==> src/rtl/act_stream.sv <==
// Two-stage elastic activation pipeline: per-lane pass/ReLU/leaky/ReLU6 on DIM lanes.
// Optional zero-lane counter compiled only when ACT_STREAM_ZERO_COUNT_EN is defined.
module act_stream #(
  parameter int unsigned DIM        = 4,
  parameter int unsigned WIDTH      = 16,
  parameter int unsigned FRAC       = 8,
  parameter int unsigned LEAK_SHIFT = 3
) (
  input  logic                 clk,
  input  logic                 rst,
  input  logic [DIM*WIDTH-1:0] in_vec,
  input  logic [1:0]           in_mode,
  input  logic                 in_valid,
  output logic                 in_ready,
  output logic [DIM*WIDTH-1:0] out_vec,
  output logic                 out_valid,
  input  logic                 out_ready,
  output logic [31:0]          zero_cnt,
  input  logic                 cnt_clr
);

  localparam int unsigned VW = DIM * WIDTH;
  localparam longint unsigned SIX_Q   = 64'd6 << FRAC;
  localparam longint unsigned POS_MAX = (64'd1 << (WIDTH - 1)) - 64'd1;
  localparam logic [WIDTH-1:0] CLAMP  = WIDTH'((SIX_Q < POS_MAX) ? SIX_Q : POS_MAX);

  // Single-lane activation; the sign bit alone decides negativity, so the
  // most negative value is handled like any other negative input.
  function automatic logic [WIDTH-1:0] act_lane(input logic [WIDTH-1:0] x,
                                                input logic [1:0]       mode);
    logic [WIDTH-1:0] res;
    logic             neg;
    neg = x[WIDTH-1];
    res = x;
    case (mode)
      2'd0: res = x;
      2'd1: res = neg ? '0 : x;
      2'd2: res = neg ? WIDTH'($signed(x) >>> LEAK_SHIFT) : x;
      default: begin
        if (neg)            res = '0;
        else if (x > CLAMP) res = CLAMP;
        else                res = x;
      end
    endcase
    return res;
  endfunction

  logic           s1_valid;
  logic [VW-1:0]  s1_vec;
  logic [1:0]     s1_mode;
  logic           s2_ready;
  logic [VW-1:0]  act_vec;

  assign s2_ready = !out_valid || out_ready;
  assign in_ready = !s1_valid || s2_ready;

  always_comb begin
    act_vec = '0;
    for (int i = 0; i < int'(DIM); i++) begin
      act_vec[i*WIDTH +: WIDTH] = act_lane(s1_vec[i*WIDTH +: WIDTH], s1_mode);
    end
  end

  // Stage 1: capture the beat together with its mode.
  always_ff @(posedge clk) begin
    if (rst) begin
      s1_valid <= 1'b0;
      s1_vec   <= '0;
      s1_mode  <= '0;
    end else if (in_ready) begin
      s1_valid <= in_valid;
      if (in_valid) begin
        s1_vec  <= in_vec;
        s1_mode <= in_mode;
      end
    end
  end

  // Stage 2: registered result, held while the consumer stalls.
  always_ff @(posedge clk) begin
    if (rst) begin
      out_valid <= 1'b0;
      out_vec   <= '0;
    end else if (s2_ready) begin
      out_valid <= s1_valid;
      if (s1_valid) out_vec <= act_vec;
    end
  end

`ifdef ACT_STREAM_ZERO_COUNT_EN
  localparam int unsigned CW = $clog2(DIM + 1);

  logic [CW-1:0] zero_lanes;
  logic [32:0]   cnt_sum;

  always_comb begin
    zero_lanes = '0;
    for (int i = 0; i < int'(DIM); i++) begin
      if (out_vec[i*WIDTH +: WIDTH] == '0) zero_lanes = zero_lanes + CW'(1);
    end
  end

  assign cnt_sum = {1'b0, zero_cnt} + 33'(zero_lanes);

  // Clear wins over a coincident transfer; the sum saturates at all-ones.
  always_ff @(posedge clk) begin
    if (rst || cnt_clr) begin
      zero_cnt <= '0;
    end else if (out_valid && out_ready) begin
      zero_cnt <= cnt_sum[32] ? 32'hFFFF_FFFF : cnt_sum[31:0];
    end
  end
`else
  logic unused_cnt_clr;
  assign unused_cnt_clr = cnt_clr;
  assign zero_cnt       = '0;
`endif

endmodule

==> config.mk <==
export PLATFORM = sky130hd
export DESIGN_NAME = act_stream
export DESIGN_NICKNAME = d
export VERILOG_FILES = /design/src/rtl/act_stream.sv
export SDC_FILE = /design/constraint.sdc
export NUM_CORES = 1
export LEC_CHECK = 0
export CAP_MARGIN = 40
export CORE_MARGIN = 2
export CORE_UTILIZATION = 46
export DETAILED_ROUTE_END_ITERATION = 6
export GPL_TIMING_DRIVEN = 1
export MAX_ROUTING_LAYER = met4
export PLACE_DENSITY = 0.8
export REMOVE_ABC_BUFFERS = 1
export SYNTH_ARGS = -nofsm -noshare
export SYNTH_HDL_FRONTEND = slang
export SYNTH_SLANG_ARGS = --single-unit
==> constraint.sdc <==
create_clock -name clk -period 4.8 [get_ports clk]
set_clock_uncertainty 0.1 [all_clocks]
set_input_delay 0.96 -clock clk [delete_from_list [all_inputs] [get_ports clk]]
set_output_delay 0.96 -clock clk [all_outputs]
set_load 0.01 [all_outputs]
==> metrics.md, run 1 <==
| Metric | Value |
|---|---|
| Int Power | 0.00230 W |
| Slew headroom | 37.9% |
| Status | completed |
| Hpwl dp | 11,100 microns |
| Sw Pwr | 0.000736 W |
| Share of the synthesized area in the top cell type | 41.9% |
| CTS Buf Count | 17 |
| Final #Nets | 957 |
| Fin Hold WS | 0.350 ns |
| # port buffers | 135 |
| GR Util met2 | 37.8% |
| Worst IR drop on VDD | 0.238 mV |
| R2R Path End | out_vec[0]$_SDFFE_PP0P_ |
| Die ar. | 14,700 sq um |
| DRT iter0 DRCs | 497 |
| Fin crit share | 68.9% |
| Vias per Instance | 5.55 |
| M1 GR Usage | 30.1% |
| Die Ht | 121 microns |
| Worst endpoint required time | 3.74 ns |
| Ant. Diodes | 0 |
| CTS clk-pin slew, worst paths | 0.05 ns |
| Routed Antenna Nets | 0 |
| Switching share of power | 24.2% |
| Total number of vias | 5,967 |
| Post-Synthesis Cells | 784 |
| Die Width | 121 microns |
| Gr usage total | 24.2% |
| CTS root buffer | clkbuf_16 |
| Setup TNS | 0 ns |
| Initial antenna violation count | 0 |
| Busiest grt layer | met2 |
| Unrepaired setup endpoints after global routing | false |
| Max Freq | 302 MHz |
| Worst R2R Setup Slack | 2.47 ns |
| WS Path Type | input port to primary output |
| Clock Power Share | 48.0% |
| Crit path max fanout | 3 |
| Area of the core | 13,300 sq um |
| Area contributors post-synth | dfxtp_1, nand2_1, a21oi_1 |
| Crit end category | primary output |
| Synth Area per Inst | 8.04 sq um |
| Mean routed wirelength per cell | 15.8 microns |
| Asr flop ratio synth | 0% |
| Final setup fails | 0 |
| Routed WL | 17,000 microns |
| Synth warn | 0 |
| First-pass GRT wire length | 27,500 microns |
| H-Tree Level Count | 4 |
| Drt pass-1 iters | 5 |
| Boundary pin count | 169 |
| HP Class | register to register |
| Gpl congestion | 0.833 |
| Final Critical Period | 3.31 ns |
| Most numerous cell in the Yosys netlist | nand2_1 |
| Critical R2R Launch | s1_mode[1]$_SDFFE_PP0P_ |
| Cts repair resizes | 0 |
| Sequential fraction of the synthesis area | 41.9% |
| Comb power frac | 12.0% |
| Post CTS Setup Buffer Count | 0 |
| Post-CTS Hold Fix Bufs | 0 |
| Layout area overhead | 30.6% |
| Total gr overflow | 0 |
| Clock Sinks | 132 |
| Worst hold path depth | 2 |
| Hold worst-path end | out_vec[60]$_SDFFE_PP0P_ |
| Post-synth top cells | nand2_1, dfxtp_1, a21oi_1 |
| Reg2reg path depth | 5 |
| Share of layout cells above drive strength 1 | 7.12% |
| Synth Register Bits | 132 |
| Lkg Pwr | 2.96 nW |
| Slew Limit Fails | 0 |
| HP Start | out_vec[60]$_SDFFE_PP0P_ |
| Cell taking the most area after synthesis | dfxtp_1 |
| Drc violations | 0 |
| Yosys cell types | 64 |
| Row cnt | 42 |
| Final hold violation count | 0 |
| Clock buffer depth | 2 |
| Initial Util | 47.4% |
| Power Dens Cells | 369 nW/um^2 |
| Slew at the pin closest to its max-slew limit | 0.930 ns |
| Pin count of the biggest net entering global routing | 72 |
| CTS tree | built |
| Seq pwr share | 40.1% |
| EDFF count, synth | 0 |
| Vias in the first global route | 5,533 |
| Type of origin of the critical path | input port |
| Grt met3 use | 7.10% |
| Max Cap Viol | 0 |
| Clock Latency Late Sink | 0.43 ns |
| Main synth FF type | dfxtp_1 |
| Worst EP arrival | 2.25 ns |
| Post-Synthesis Cell Area | 6310 sq um |
layout make-up:
type,instances,area [sq um]
Fill cell,1153,5060
Multi-Input combinational cell,584,3250
Sequential cell,132,2640
Timing Repair Buffer,146,1440
Clock buffer,18,429
Clock inverter,14,234
Tap cell,176,220
Inverter,5,18.8
power by group through the flow:
stage | Sequential [W] | Clock (W) | Combinational [W]
finish | 0.00122 | 0.00146 | 0.000364
global route | 0.00122 | 0.00152 | 0.000402
CTS | 0.00122 | 0.00147 | 0.000365
detailed placement | 0.00124 | 0 | 0.000362
global placement | 0.00124 | 0 | 0.000358
floorplan | 0.00124 | 0 | 0.000168
critical path: stages:
cell,delay (ns)
clkdlybuf4s50_1,0.50
nand3b_1,0.17
clkdlybuf4s50_1,0.61
placed cells by master, fill, tap and decap left out, types with 6 or more instances in the layout:
master,instances
o21ai_0,28
bufinv_16,6
o2bb2ai_1,17
nor3_1,18
nand3_1,26
a221oi_1,15
clkdlybuf4s50_1,134
dfxtp_1,132
nor2b_1,12
conb_1,32
a21o_1,9
buf_4,11
a22o_1,9
nand4_1,11
nand2_1,174
a32oi_1,10
and2_1,26
a22oi_1,6
clkbuf_16,17
a21oi_1,94
nor2_1,21
logic make-up after synthesis:
| group | Yosys count | synth area share (%) |
|---|---|---|
| and+or+nand+nor | 321 | 24.5 |
| AOI/OAI and AO/OA | 229 | 24.6 |
| DFF | 132 | 41.9 |
| muxes | 2 | 0.357 |
| other | 1 | 0.0595 |
| buffers and inverters | 99 | 8.63 |
state kept, by name, indices dropped and copies added, names as in the netlist:
name	cells
out_vec	64
s1_vec	64
s1_mode	2
out_valid	1
s1_valid	1
routing by layer:
metal  share of wire [%]  vias up  wire length [microns]
li1                    -     2945                      -
met1                  44     2787                   7470
met2                  48      210                   8100
met3                 6.9       25                   1170
met4                 1.3        0                    221
met5                   0        -                      0
metrics by stage:
step	std cells	util [%]	cell area [sq um]	worst slack, ns	power, W
finish	1075	61.9	8230	1.49	0.00304
global route	1075	61.9	8230	1.42	0.00315
CTS	1075	61.9	8230	1.49	0.00305
detailed placement	1043	56.9	7570	1.50	0.00160
global placement	1042	56.8	7550	1.52	0.00159
floorplan	721	-	5900	0.817	0.00141
worst max-delay path by stage:
stage               startpoint                       to  cells after the start
detailed placement   out_ready                 in_ready                      3
finish               out_ready                 in_ready                      3
global route         out_ready                 in_ready                      3
floorplan            out_ready  s1_mode[0]$_SDFFE_PP0P_                      4
global placement     out_ready                 in_ready                      3
CTS                  out_ready                 in_ready                      3
No activity file was read; power rests on OpenSTA's default activity.
==> run 2, diff against run 1 <==
Clock period 4.8 ns to 3.15 ns, I/O delays scaled along.
==> metrics.md, run 2 (synthesized netlist as in run 1, its figures left out) <==
| Metric | Value |
|---|---|
| Status | completed |
| CTS clk-pin slew, worst paths | 0.06 ns (about the same) |
| First-pass GRT wire length | 27,500 microns (+0.10%) |
| Gr usage total | 24.2% (+0.039 points) |
| CTS Buf Count | 17 (unchanged) |
| Gpl congestion | 0.810 (-2.7%) |
| Pin count of the biggest net entering global routing | 58 (-19%) |
| R2R Path End | out_vec[8]$_SDFFE_PP0P_ |
| Final #Nets | 965 (+0.84%) |
| Clock Latency Late Sink | 0.43 ns (about the same) |
| Total gr overflow | 0 (unchanged) |
| Worst endpoint required time | 2.42 ns (-1.32 ns) |
| CP Depth | 3 (unchanged) |
| Post CTS Setup Buffer Count | 0 (unchanged) |
| # port buffers | 135 (unchanged) |
| Critical R2R Launch | s1_mode[1]$_SDFFE_PP0P_ |
| Row cnt | 42 (unchanged) |
| Unrepaired setup endpoints after global routing | false |
| DRT iter0 DRCs | 517 (+4.0%) |
| Crit end category | primary output |
| CTS tree | built |
| DP Area | 7650 sq um (+1.0%) |
| Area of the core | 13,300 sq um (unchanged) |
| HP Class | register to register |
| Share of layout cells above drive strength 1 | 8.05% (+0.93 points) |
| Routed Antenna Nets | 0 (unchanged) |
| Worst EP arrival | 1.93 ns (-0.32 ns) |
| Crit path max fanout | 3 (unchanged) |
| Routed WL | 17,000 microns (+0.13%) |
| Clock buffer depth | 2 (unchanged) |
| Cts repair resizes | 0 (unchanged) |
| Initial antenna violation count | 0 (unchanged) |
| Die ar. | 14,700 sq um (unchanged) |
| H-Tree Level Count | 4 (unchanged) |
| Place WS | 0.503 ns (-0.997 ns) |
| Max Freq | 376 MHz |
| Layout area overhead | 30.6% (about the same) |
| Type of origin of the critical path | input port |
| Final Critical Period | 2.66 ns |
| Final hold violation count | 0 (unchanged) |
| CP most frequent cell | clkdlybuf4s50_1 |
| Final setup fails | 0 (unchanged) |
| Vias in the first global route | 5,432 (-1.8%) |
| Worst R2R Setup Slack | 0.91 ns (-1.56 ns) |
| Vias per Instance | 5.53 (-0.42%) |
| Worst IR drop on VDD | 0.346 mV (+46%) |
| Slew Limit Fails | 0 (unchanged) |
| Largest regs | out_vec: 64 flops, s1_vec: 64 flops, s1_mode: 2 flops |
| Drt pass-1 iters | 5 (unchanged) |
| Fin Hold WS | 0.349 ns (-0.000392 ns) |
| Post-CTS Hold Fix Bufs | 0 (unchanged) |
| Reg2reg path depth | 4 (-1) |
| Lkg Pwr | 2.96 nW (about the same) |
| Most common cell after layout, fill and taps aside | nand2_1 |
| Post-Layout Inst Area | 8240 sq um (about the same) |
| Worst hold path depth | 2 (unchanged) |
| Hold worst-path end | out_vec[28]$_SDFFE_PP0P_ |
| Clock Sinks | 132 (unchanged) |
| Power Dens Cells | 534 nW/um^2 (+45%) |
| Die Ht | 121 microns (unchanged) |
| Max Cap Viol | 0 (unchanged) |
| Mean routed wirelength per cell | 15.7 microns (-0.61%) |
| Crit path largest cell delay | 0.62 ns (about the same) |
| CP Cell Sequence | clkdlybuf4s50_1 > nand3b_1 > clkdlybuf4s50_1 |
| Ant. Diodes | 0 (unchanged) |
| Bufs and invs on worst path | 2 (unchanged) |
| Slew at the pin closest to its max-slew limit | 0.833 ns (-0.0968 ns) |
| Initial Util | 47.4% (unchanged) |
| Critical Path Slowest Stage Cell | clkdlybuf4s50_1 |
| CTS root buffer | clkbuf_16 |
| Die Width | 121 microns (unchanged) |
| Cell family with most CP delay | buffers and inverters |
| Fin crit share | 84.4% |
| HP Start | out_vec[28]$_SDFFE_PP0P_ |
| Boundary pin count | 169 (unchanged) |
| Total number of vias | 5,986 (+0.32%) |
| Leading cell types in the layout, fill and taps excluded | nand2_1, clkdlybuf4s50_1, dfxtp_1, a21oi_1, conb_1 |
| WS Path Type | input port to primary output |
| Hpwl dp | 11,400 microns (+3.0%) |
| Slack of the critical path | 0.491 ns (-1.00 ns) |
| Drc violations | 0 (unchanged) |
| Slew headroom | 44.3% (+6.5 points) |
==> run 2: how the worst max path moves through the flow <==
stage | startpoint | to
after floorplan | out_ready | s1_mode[0]$_SDFFE_PP0P_
final | out_ready | in_ready
after CTS | out_ready | in_ready
after detailed placement | out_ready | in_ready
after global placement | out_ready | in_ready
after global routing | out_ready | in_ready
==> run 2: metrics by stage <==
step	power [W]	setup TNS (ns)	util [%]	instances
3_3_place_gp	0.00244	0	57.5	1051
3_5_place_dp	0.00245	0	57.5	1051
2_1_floorplan	0.00215	-33.21	-	721
4_1_cts	0.00442	0	62.0	1083
6_report	0.00440	0	62.0	1083
5_1_grt	0.00456	0	62.0	1083
==> run 2: power by group <==
part           internal (W)  switching [W]  total [W]
combinational      0.000272       0.000291   0.000563
sequential          0.00176      0.0000938    0.00186
clock               0.00123       0.000748    0.00198
total               0.00326        0.00113    0.00440
==> run 2: cell type report <==
cell class	count	area [sq um]
Fill cell	1170	5060
Sequential cell	132	2640
Tap cell	176	220
Clock buffer	17	425
Clock inverter	15	165
Inverter	5	18.8
Multi-Input combinational cell	584	3250
Timing Repair Buffer	154	1520
==> run 2: worst register-to-register path, cell delays in order, from the launching register on <==
cell	delay [ns]
dfxtp_1	0.60
nor2b_1	0.66
a32oi_1	0.19
a21o_1	0.20
a2111oi_0	0.36
==> run 2: routing by layer <==
metal  up-vias  part of all wire, %  track usage [%]
li1       2947                    -                -
met1      2809                   44             30.5
met2       210                   48             37.9
met3        20                  7.0             6.30
met4         0                  1.4             8.43
met5         -                    0                -
